`src/rtl/top_hex_pkg.sv`:
```
// Shared types and constants for the switch-to-hex display block.
// The glyph table is active-high gfedcba; polarity is applied in the top.
package top_hex_pkg;

    typedef enum logic [1:0] {
        MODE_A   = 2'b00,
        MODE_B   = 2'b01,
        MODE_ADD = 2'b10,
        MODE_XOR = 2'b11
    } mode_t;

    // Lowercase b and d keep those glyphs distinct from 8 and 0.
    localparam logic [6:0] GLYPH_TABLE [16] = '{
        7'h3F, 7'h06, 7'h5B, 7'h4F, 7'h66, 7'h6D, 7'h7D, 7'h07,
        7'h7F, 7'h6F, 7'h77, 7'h7C, 7'h39, 7'h5E, 7'h79, 7'h71
    };

    localparam logic [6:0] SEG_OFF = 7'h00;

endpackage

```
`src/rtl/hex7seg_decoder.sv`:
```
// Combinational 4-bit value to active-high seven-segment glyph (bit 0 = a).
module hex7seg_decoder
    import top_hex_pkg::*;
(
    input  logic [3:0] value,
    output logic [6:0] glyph
);

    always_comb begin
        glyph = GLYPH_TABLE[value];
    end

endmodule

```
`src/rtl/top_hex_display.sv`:
```
// Switch mode/operand select, small ALU, hex glyph decode and registered HEX output.
// TOP_HEX_ACTIVE_LOW_EN selects active-low segment drive (board build).
module top_hex_display
    import top_hex_pkg::*;
(
    input  logic       clk,
    input  logic       rst,
    input  logic [9:0] SW,
    output logic [6:0] HEX
);

    mode_t            mode;
    logic [3:0]       opa;
    logic [3:0]       opb;
    logic [3:0]       value_p0;
    logic [6:0]       glyph_p0;
    logic [6:0]       seg_p0;
    logic [6:0]       hex_p1;

    assign mode = mode_t'(SW[9:8]);
    assign opb  = SW[7:4];
    assign opa  = SW[3:0];

    always_comb begin
        value_p0 = opa;
        unique case (mode)
            MODE_A:   value_p0 = opa;
            MODE_B:   value_p0 = opb;
            MODE_ADD: value_p0 = opa + opb;  // 4-bit result drops the carry
            MODE_XOR: value_p0 = opa ^ opb;
            default:  value_p0 = opa;
        endcase
    end

    hex7seg_decoder u_decoder (
        .value (value_p0),
        .glyph (glyph_p0)
    );

`ifdef TOP_HEX_ACTIVE_LOW_EN
    localparam logic [6:0] HEX_RESET = ~SEG_OFF;
    assign seg_p0 = ~glyph_p0;
`else
    localparam logic [6:0] HEX_RESET = SEG_OFF;
    assign seg_p0 = glyph_p0;
`endif

    // p0 -> p1: output register isolates the combinational path from the pins
    always_ff @(posedge clk or posedge rst) begin
        if (rst) begin
            hex_p1 <= HEX_RESET;
        end else begin
            hex_p1 <= seg_p0;
        end
    end

    assign HEX = hex_p1;

endmodule

```
`config.mk`:
```
export PLATFORM = sky130hd
export DESIGN_NAME = top_hex_display
export DESIGN_NICKNAME = d
export VERILOG_FILES = /design/src/rtl/top_hex_pkg.sv /design/src/rtl/hex7seg_decoder.sv /design/src/rtl/top_hex_display.sv
export SDC_FILE = /design/constraint.sdc
export NUM_CORES = 1
export LEC_CHECK = 0
export ABC_AREA = 0
export BUFFER_PORTS_ARGS = -buffer_cell sky130_fd_sc_hd__clkbuf_2
export CELL_PAD_IN_SITES_DETAIL_PLACEMENT = 1
export CELL_PAD_IN_SITES_GLOBAL_PLACEMENT = 1
export CORE_UTILIZATION = 39
export CTS_CLUSTER_DIAMETER = 60
export DETAILED_ROUTE_END_ITERATION = 10
export HOLD_SLACK_MARGIN = 0.15
export PLACE_DENSITY = 0.82
export SLEW_MARGIN = 20
export SYNTH_ARGS = -nofsm -noshare
export SYNTH_HDL_FRONTEND = slang
export SYNTH_SLANG_ARGS = --single-unit
```
`constraint.sdc`:
```
create_clock -name clk -period 0.8 [get_ports clk]
set_input_delay 0.08 -clock clk [delete_from_list [all_inputs] [get_ports clk]]
set_output_delay 0.08 -clock clk [all_outputs]
set_load 0.01 [all_outputs]
```
==> results of run 1 <==
timing repair:
item | 4_1_cts | 5_1_grt
endpoints found under the hold margin | 7 | 0
endpoints found under the setup margin | 14 | 14
buffers inserted | 2 | 1
pin swaps | 8 | 2
gates resized for setup | 21 | 3
hold buffers | 1 | 0
per-layer routing:
metal  up-vias  wire [um]
met5         -          0
li1        336          -
met1       347        757
met2        25       1430
met3        10         93
met4         0         85
power by group through the flow:
| stage | Clock (W) | Combinational, W | Sequential (W) |
|---|---|---|---|
| 3_5_place_dp | 0 | 0.000858 | 0.000462 |
| 5_1_grt | 0.000351 | 0.00109 | 0.000463 |
| 2_1_floorplan | 0 | 0.000469 | 0.000503 |
| 3_3_place_gp | 0 | 0.000811 | 0.000456 |
| 4_1_cts | 0.000323 | 0.000980 | 0.000456 |
| 6_report | 0.000327 | 0.00102 | 0.000457 |
logic make-up after synthesis:
family	Yosys count	synth area share [%]
compound gates	17	18.8
simple gates	17	15.8
fa+ha+maj	10	18.2
mux	8	13.6
buf+inv	7	5.85
flops	7	24.1
xor+xnor	3	3.62
area by class of cell:
| class | instances | area share, % |
|---|---|---|
| multi-input cells | 55 | 53.5 |
| repair buffers | 41 | 25.1 |
| flip-flops and latches | 7 | 15.0 |
| well taps | 25 | 2.68 |
| clock buffers | 4 | 2.25 |
| inverters | 4 | 1.50 |
synth_stat cells:
library cell,instances
sky130_fd_sc_hd__a21oi_2,2
sky130_fd_sc_hd__o221ai_2,1
sky130_fd_sc_hd__xor2_1,1
sky130_fd_sc_hd__mux2_4,1
sky130_fd_sc_hd__nor2_2,1
sky130_fd_sc_hd__nor2b_1,1
sky130_fd_sc_hd__a22oi_1,1
sky130_fd_sc_hd__nor2_1,2
sky130_fd_sc_hd__nand3b_1,2
sky130_fd_sc_hd__a31oi_1,1
sky130_fd_sc_hd__nor3b_1,1
sky130_fd_sc_hd__a21oi_1,4
sky130_fd_sc_hd__xnor2_1,2
sky130_fd_sc_hd__dfrtp_1,7
sky130_fd_sc_hd__nor2_4,1
sky130_fd_sc_hd__nand2b_2,1
sky130_fd_sc_hd__and2_4,1
sky130_fd_sc_hd__fa_1,1
sky130_fd_sc_hd__mux2_2,1
sky130_fd_sc_hd__a2bb2oi_1,2
sky130_fd_sc_hd__inv_1,4
sky130_fd_sc_hd__buf_2,1
sky130_fd_sc_hd__nand2b_1,2
sky130_fd_sc_hd__a211oi_2,1
sky130_fd_sc_hd__and2b_1,1
sky130_fd_sc_hd__a2111oi_1,1
sky130_fd_sc_hd__mux4_2,1
sky130_fd_sc_hd__buf_6,2
sky130_fd_sc_hd__nor3_1,1
sky130_fd_sc_hd__or3_4,1
sky130_fd_sc_hd__mux2i_1,5
sky130_fd_sc_hd__ha_1,9
sky130_fd_sc_hd__a211oi_1,4
sky130_fd_sc_hd__nand2_1,2
how the worst min path moves through the flow:
stage | startpoint | to | slack [ns] | cells after the start
3_5_place_dp | rst | HEX[4] | 0.00008 | 2
2_1_floorplan | rst | HEX[0] | -0.12 | 1
4_1_cts | rst | HEX[4] | 0.31 | 3
5_1_grt | rst | HEX[1] | 0.33 | 3
6_report | rst | HEX[2] | 0.28 | 3
3_3_place_gp | rst | HEX[3] | -0.01 | 2
per-stage QoR:
stage | power [W] | setup TNS (ns) | util (%) | instance area (um2)
CTS | 0.00176 | -6.98 | 66.0 | 1150
detailed placement | 0.00132 | -9.21 | 56.9 | 993
global placement | 0.00127 | -8.46 | 56.9 | 993
finish | 0.00180 | -6.94 | 66.9 | 1170
floorplan | 0.000972 | -7.01 | - | 757
global route | 0.00190 | -7.36 | 66.9 | 1170
==> results.sh, run 1 <==
export IMPL_run_status="finished, violations left"
export IMPL_failed_checks="negative setup slack"
export IMPL_synth_cell_area_um2=727
export IMPL_grt_setup_unrepaired="yes"
export IMPL_post_route_cells_drive_above_1_share_pct=63.1
export IMPL_routabilityCongestion=0.730
export IMPL_seq_power_share_pct=25.3
export IMPL_worst_ep_required_time_ns=0.93
export IMPL_synth_top_cells_by_area="sky130_fd_sc_hd__dfrtp_1 (24%), sky130_fd_sc_hd__ha_1 (15%), sky130_fd_sc_hd__mux2i_1 (6.9%), sky130_fd_sc_hd__a211oi_1 (4.1%), sky130_fd_sc_hd__buf_6 (3.1%)"
export IMPL_grt_max_degree=13
export IMPL_grt_use_met3_pct=4.40
export IMPL_initialDrtViolationCount=8
export IMPL_cts_sink_count=7
export IMPL_avgRoutedWirePerCell_um=17.4
export IMPL_critical_path_class="in2reg"
export IMPL_cp_common_cell="sky130_fd_sc_hd__ha_4"
export IMPL_power_switching_w=0.000673
export IMPL_finalNonFillerCells=136
export IMPL_antennaDiodeCount=0
export IMPL_critical_path_arrival_ns=2.09
export IMPL_power_density_cell_area_mw_per_mm2=1550
export IMPL_tritoncts_clock_tree="done"
export IMPL_crit_cells=8
export IMPL_area_sequential_um2=175
export IMPL_layout_cells_most_common_list="sky130_fd_sc_hd__buf_4 (20), sky130_fd_sc_hd__clkbuf_2 (16), sky130_fd_sc_hd__dfrtp_1 (7), sky130_fd_sc_hd__ha_4 (7), sky130_fd_sc_hd__mux2i_1 (5)"
export IMPL_grt_usage_pct=25.8
export IMPL_startpoint="SW[0]"
export IMPL_die_ar_mm2=0.00204
export IMPL_synth_yosys_seq_area_share_pct=24.1
export IMPL_syn_instance_count=69
export IMPL_cts_path_max_buffers=2
export IMPL_placement_setup_worst_slack_ns=-1.41
export IMPL_detail_route_vias_per_cell=5.28
export IMPL_critical_path_max_stage_delay_ns=0.53
export IMPL_max_slew_worst_pin_slew_ns=0.414
export IMPL_minimum_clock_period_ns=1.95
export IMPL_antenna_found_initial=0
export IMPL_synth_area_per_cell_um2=10.5
export IMPL_timing_max_cap_violations=0
export IMPL_min_path_type="in2async"
export IMPL_fin_ws_ns=-1.15
export IMPL_synth_warning_count=0
export IMPL_hold_violations=0
export IMPL_post_synth_top_area_fraction_pct=24.1
export IMPL_pwr_share_comb_pct=56.5
export IMPL_use_met2_pct=54.2
export IMPL_proportion_of_total_power_due_to_net_switching_pct=37.3
export IMPL_die_width_um=45.2
export IMPL_worstSetupEndpoint="HEX[3]"
export IMPL_floorplan_initialDensity_pct=41.6
export IMPL_routed_via_count=718
export IMPL_critical_path_slowest_cell="sky130_fd_sc_hd__mux4_2"
export IMPL_area_delta_synth_final_pct=60.6
export IMPL_number_of_filler_cells_placed_in_the_layout=200
export IMPL_use_met1_pct=21.7
export IMPL_critical_path_max_fanout=2
export IMPL_synth_ff_latch_count=7
export IMPL_post_synth_num_cell_types=34
export IMPL_timing_fmax_ghz=0.512
export IMPL_cell_at_the_root_of_the_clock_tree="sky130_fd_sc_hd__clkbuf_4"
export IMPL_static_leakage_power_nw=0.510
export IMPL_number_of_flip_flops_under_the_largest_register_name=7
export IMPL_route_antenna_remaining_nets=0
export IMPL_detailed_place_hpwl_um=1630
export IMPL_vdd_ir_drop_max_v=0.000744
export IMPL_placedCellCount=128
export IMPL_cts_clk_slew_worst_paths_ns=0.06
export IMPL_synth_area_leader_cell="sky130_fd_sc_hd__dfrtp_1"
export IMPL_post_route_period_util_pct=244
export IMPL_first_pass_grt_wire_length_um=3590
export IMPL_port_buffer_count=18
export IMPL_endpoint_kind="flop"
export IMPL_timing_slew_headroom_pct=72.3
export IMPL_worstPathBufferInverterCount=1
export IMPL_htree_levels=1
export IMPL_core_area_mm2=0.00175
export IMPL_layout_cells_most_common="sky130_fd_sc_hd__buf_4"
export IMPL_clockPowerShare_pct=18.2
export IMPL_globalRouteOverflowTotal=0
export IMPL_floorplan_rows=15
export IMPL_setup_viol=14
export IMPL_drt_wirelength_um=2360
export IMPL_tritoncts_num_buffers=3
export IMPL_drt_pass1_iter_count=3
export IMPL_critPathLaunchType="primary input"
export IMPL_die_h_um=45.2
export IMPL_path_cells="buf_8, ha_4, fa_1, mux4_2, ha_4, a211oi_2, a21oi_1, mux2_4"
export IMPL_busiest_layer="met2"
export IMPL_final_max_slew_violation_count=0
export IMPL_drcViolationCount=0
export IMPL_ioPinCount=19
export IMPL_synthesis_nets=91
export IMPL_final_nets=134
export IMPL_intPower_w=0.00113
export IMPL_gate_family_responsible_for_the_most_delay_along_the_worst_path="adder cells"
export IMPL_multiInputGateArea_um2=624
export IMPL_finalHoldWorstSlack_ns=0.282
export IMPL_grt_pass1_vias=791
(Power assumes the default switching activity.)
==> inputs of run 2 (changes only) <==
Settings changed: BUFFER_PORTS_ARGS -buffer_cell sky130_fd_sc_hd__clkbuf_2 to not set, CORE_UTILIZATION 39 to 46, DONT_BUFFER_PORTS set to 1, PLACE_DENSITY 0.82 to 0.81, SETUP_SLACK_MARGIN set to 0.2.
==> run 2 against run 1 <==
The flow still finishes with violations (negative setup slack). Final area decreased by 13%. Wire length decreased by 1.6%. Maximum frequency increased by 6.3%. Sequential share of layout area increased by 2.3 points. Critical path depth decreased by 1. Global-route usage increased by 0.22 points. Sequential cell count unchanged. Setup slack improved by 0.12 ns. Sequential power increased by 10%. Via count decreased by 12%. Largest power group unchanged.
==> results.sh, run 2 (synthesis results as in run 1) <==
export IMPL_run_status="finished, violations left"
export IMPL_failed_checks="negative setup slack"
export IMPL_die_ar_mm2=0.00174
export IMPL_setup_viol=7
export IMPL_static_leakage_power_nw=0.410
export IMPL_power_density_cell_area_mw_per_mm2=1700
export IMPL_finalSetupTns_ns=-6.35
export IMPL_critical_path_class="in2reg"
export IMPL_cts_path_max_buffers=2
export IMPL_final_max_slew_violation_count=0
export IMPL_post_route_cells_drive_above_1_share_pct=50.6
export IMPL_antennaDiodeCount=0
export IMPL_cts_clk_slew_worst_paths_ns=0.05
export IMPL_routed_via_count=635
export IMPL_antenna_found_initial=0
export IMPL_floorplan_initialDensity_pct=52.6
export IMPL_detail_route_vias_per_cell=6.23
export IMPL_port_buffer_count=0
export IMPL_area_sequential_um2=175
export IMPL_final_core_util_pct=73.4
export IMPL_die_h_um=41.8
export IMPL_layout_cells_most_common_list="sky130_fd_sc_hd__buf_4 (10), sky130_fd_sc_hd__dfrtp_1 (7), sky130_fd_sc_hd__ha_4 (6), sky130_fd_sc_hd__buf_6 (6), sky130_fd_sc_hd__mux2i_1 (5)"
export IMPL_detailed_place_hpwl_um=1380
export IMPL_core_area_mm2=0.00138
export IMPL_avgRoutedWirePerCell_um=22.8
export IMPL_cts_sink_count=7
export IMPL_drcViolationCount=0
export IMPL_cell_at_the_root_of_the_clock_tree="sky130_fd_sc_hd__clkbuf_4"
export IMPL_floorplan_rows=13
export IMPL_critPathLaunchType="primary input"
export IMPL_grt_pass1_vias=711
export IMPL_tritoncts_num_buffers=3
export IMPL_hold_violations=0
export IMPL_number_of_filler_cells_placed_in_the_layout=130
export IMPL_multiInputGateArea_um2=627
export IMPL_die_width_um=41.8
export IMPL_placedCellCount=92
export IMPL_routabilityCongestion=0.770
export IMPL_max_slew_worst_pin_slew_ns=0.458
export IMPL_timing_fmax_ghz=0.544
export IMPL_vdd_ir_drop_max_v=0.000851
export IMPL_finalNonFillerCells=102
export IMPL_worst_ep_required_time_ns=0.95
export IMPL_critical_path_arrival_ns=1.98
export IMPL_timing_slew_headroom_pct=69.4
export IMPL_grt_usage_pct=26.0
export IMPL_minimum_clock_period_ns=1.84
export IMPL_number_of_flip_flops_under_the_largest_register_name=7
export IMPL_post_route_period_util_pct=230
export IMPL_drt_pass1_iter_count=4
export IMPL_route_antenna_remaining_nets=0
export IMPL_first_pass_grt_wire_length_um=3350
export IMPL_drt_wirelength_um=2330
export IMPL_layout_cells_most_common="sky130_fd_sc_hd__buf_4"
export IMPL_area_delta_synth_final_pct=39.6
export IMPL_grt_setup_unrepaired="yes"
export IMPL_final_nets=110
export IMPL_finalHoldWorstSlack_ns=0.148
export IMPL_placement_setup_worst_slack_ns=-1.27
export IMPL_tritoncts_clock_tree="done"
export IMPL_htree_levels=1
export IMPL_globalRouteOverflowTotal=0
export IMPL_endpoint_kind="flop"
export IMPL_timing_max_cap_violations=0
export IMPL_critical_path_max_fanout=2
export IMPL_fin_ws_ns=-1.04
export IMPL_min_path_type="in2reg"
export IMPL_initialDrtViolationCount=17
export IMPL_grt_max_degree=13
export IMPL_ioPinCount=19
-- run 2: cell types whose count changed in the layout (fill, tap and decap cells not counted), sizes merged --
cell    change
clkbuf     -16
buf         -8
-- run 2: critical path, stage by stage --
cell,delay (ns)
sky130_fd_sc_hd__ha_4,0.14
sky130_fd_sc_hd__fa_1,0.43
sky130_fd_sc_hd__mux4_2,0.54
sky130_fd_sc_hd__ha_4,0.25
sky130_fd_sc_hd__a211oi_2,0.18
sky130_fd_sc_hd__a21oi_1,0.08
sky130_fd_sc_hd__mux2_4,0.29
-- run 2: timing repair --
item / in CTS / in global routing
hold buffers: 1 / 0
endpoints found under the setup margin: 14 / 14
pin swaps: 3 / 0
setup buffers: 4 / 1
resized for setup: 15 / 7
hold endpoints to repair: 8 / 0
cloned: 0 / 0
-- run 2: layout make-up --
class | count | area share, %
Sequential cell | 7 | 17.3
Clock buffer | 4 | 2.59
Multi-Input combinational cell | 55 | 61.8
Inverter | 4 | 1.48
Tap cell | 15 | 1.85
Timing Repair Buffer | 17 | 15.0
-- run 2: final timing paths --
path	to	startpoint	cells after the start
worst max-delay path	HEX[3]	SW[0]	7
max in group asynchronous	HEX[1]	rst	2
worst min-delay path	HEX[0]	SW[9]	3
min in group asynchronous	HEX[5]	rst	2
-- run 2: stage by stage --
step | total power (W) | instance area, um2
5_1_grt | 0.00180 | 1010
6_report | 0.00172 | 1010
2_1_floorplan | 0.000972 | 757
4_1_cts | 0.00159 | 972
3_3_place_gp | 0.00111 | 831
3_5_place_dp | 0.00116 | 831
-- run 2: where the power goes --
group / total [W] / leakage, nW / switching [W] / internal (W)
Sequential: 0.000504 / 0.0746 / 0.0000698 / 0.000435
Clock: 0.000339 / 0.0150 / 0.000148 / 0.000191
Combinational: 0.000877 / 0.320 / 0.000438 / 0.000439
-- run 2: layer usage --
layer | up-vias | share of wire [%] | GRT usage (%)
met5 | - | 0 | 0
met4 | 0 | 2.5 | 9.68
met3 | 7 | 5.6 | 4.35
met2 | 35 | 46 | 45.3
met1 | 304 | 46 | 31.6
li1 | 289 | - | -
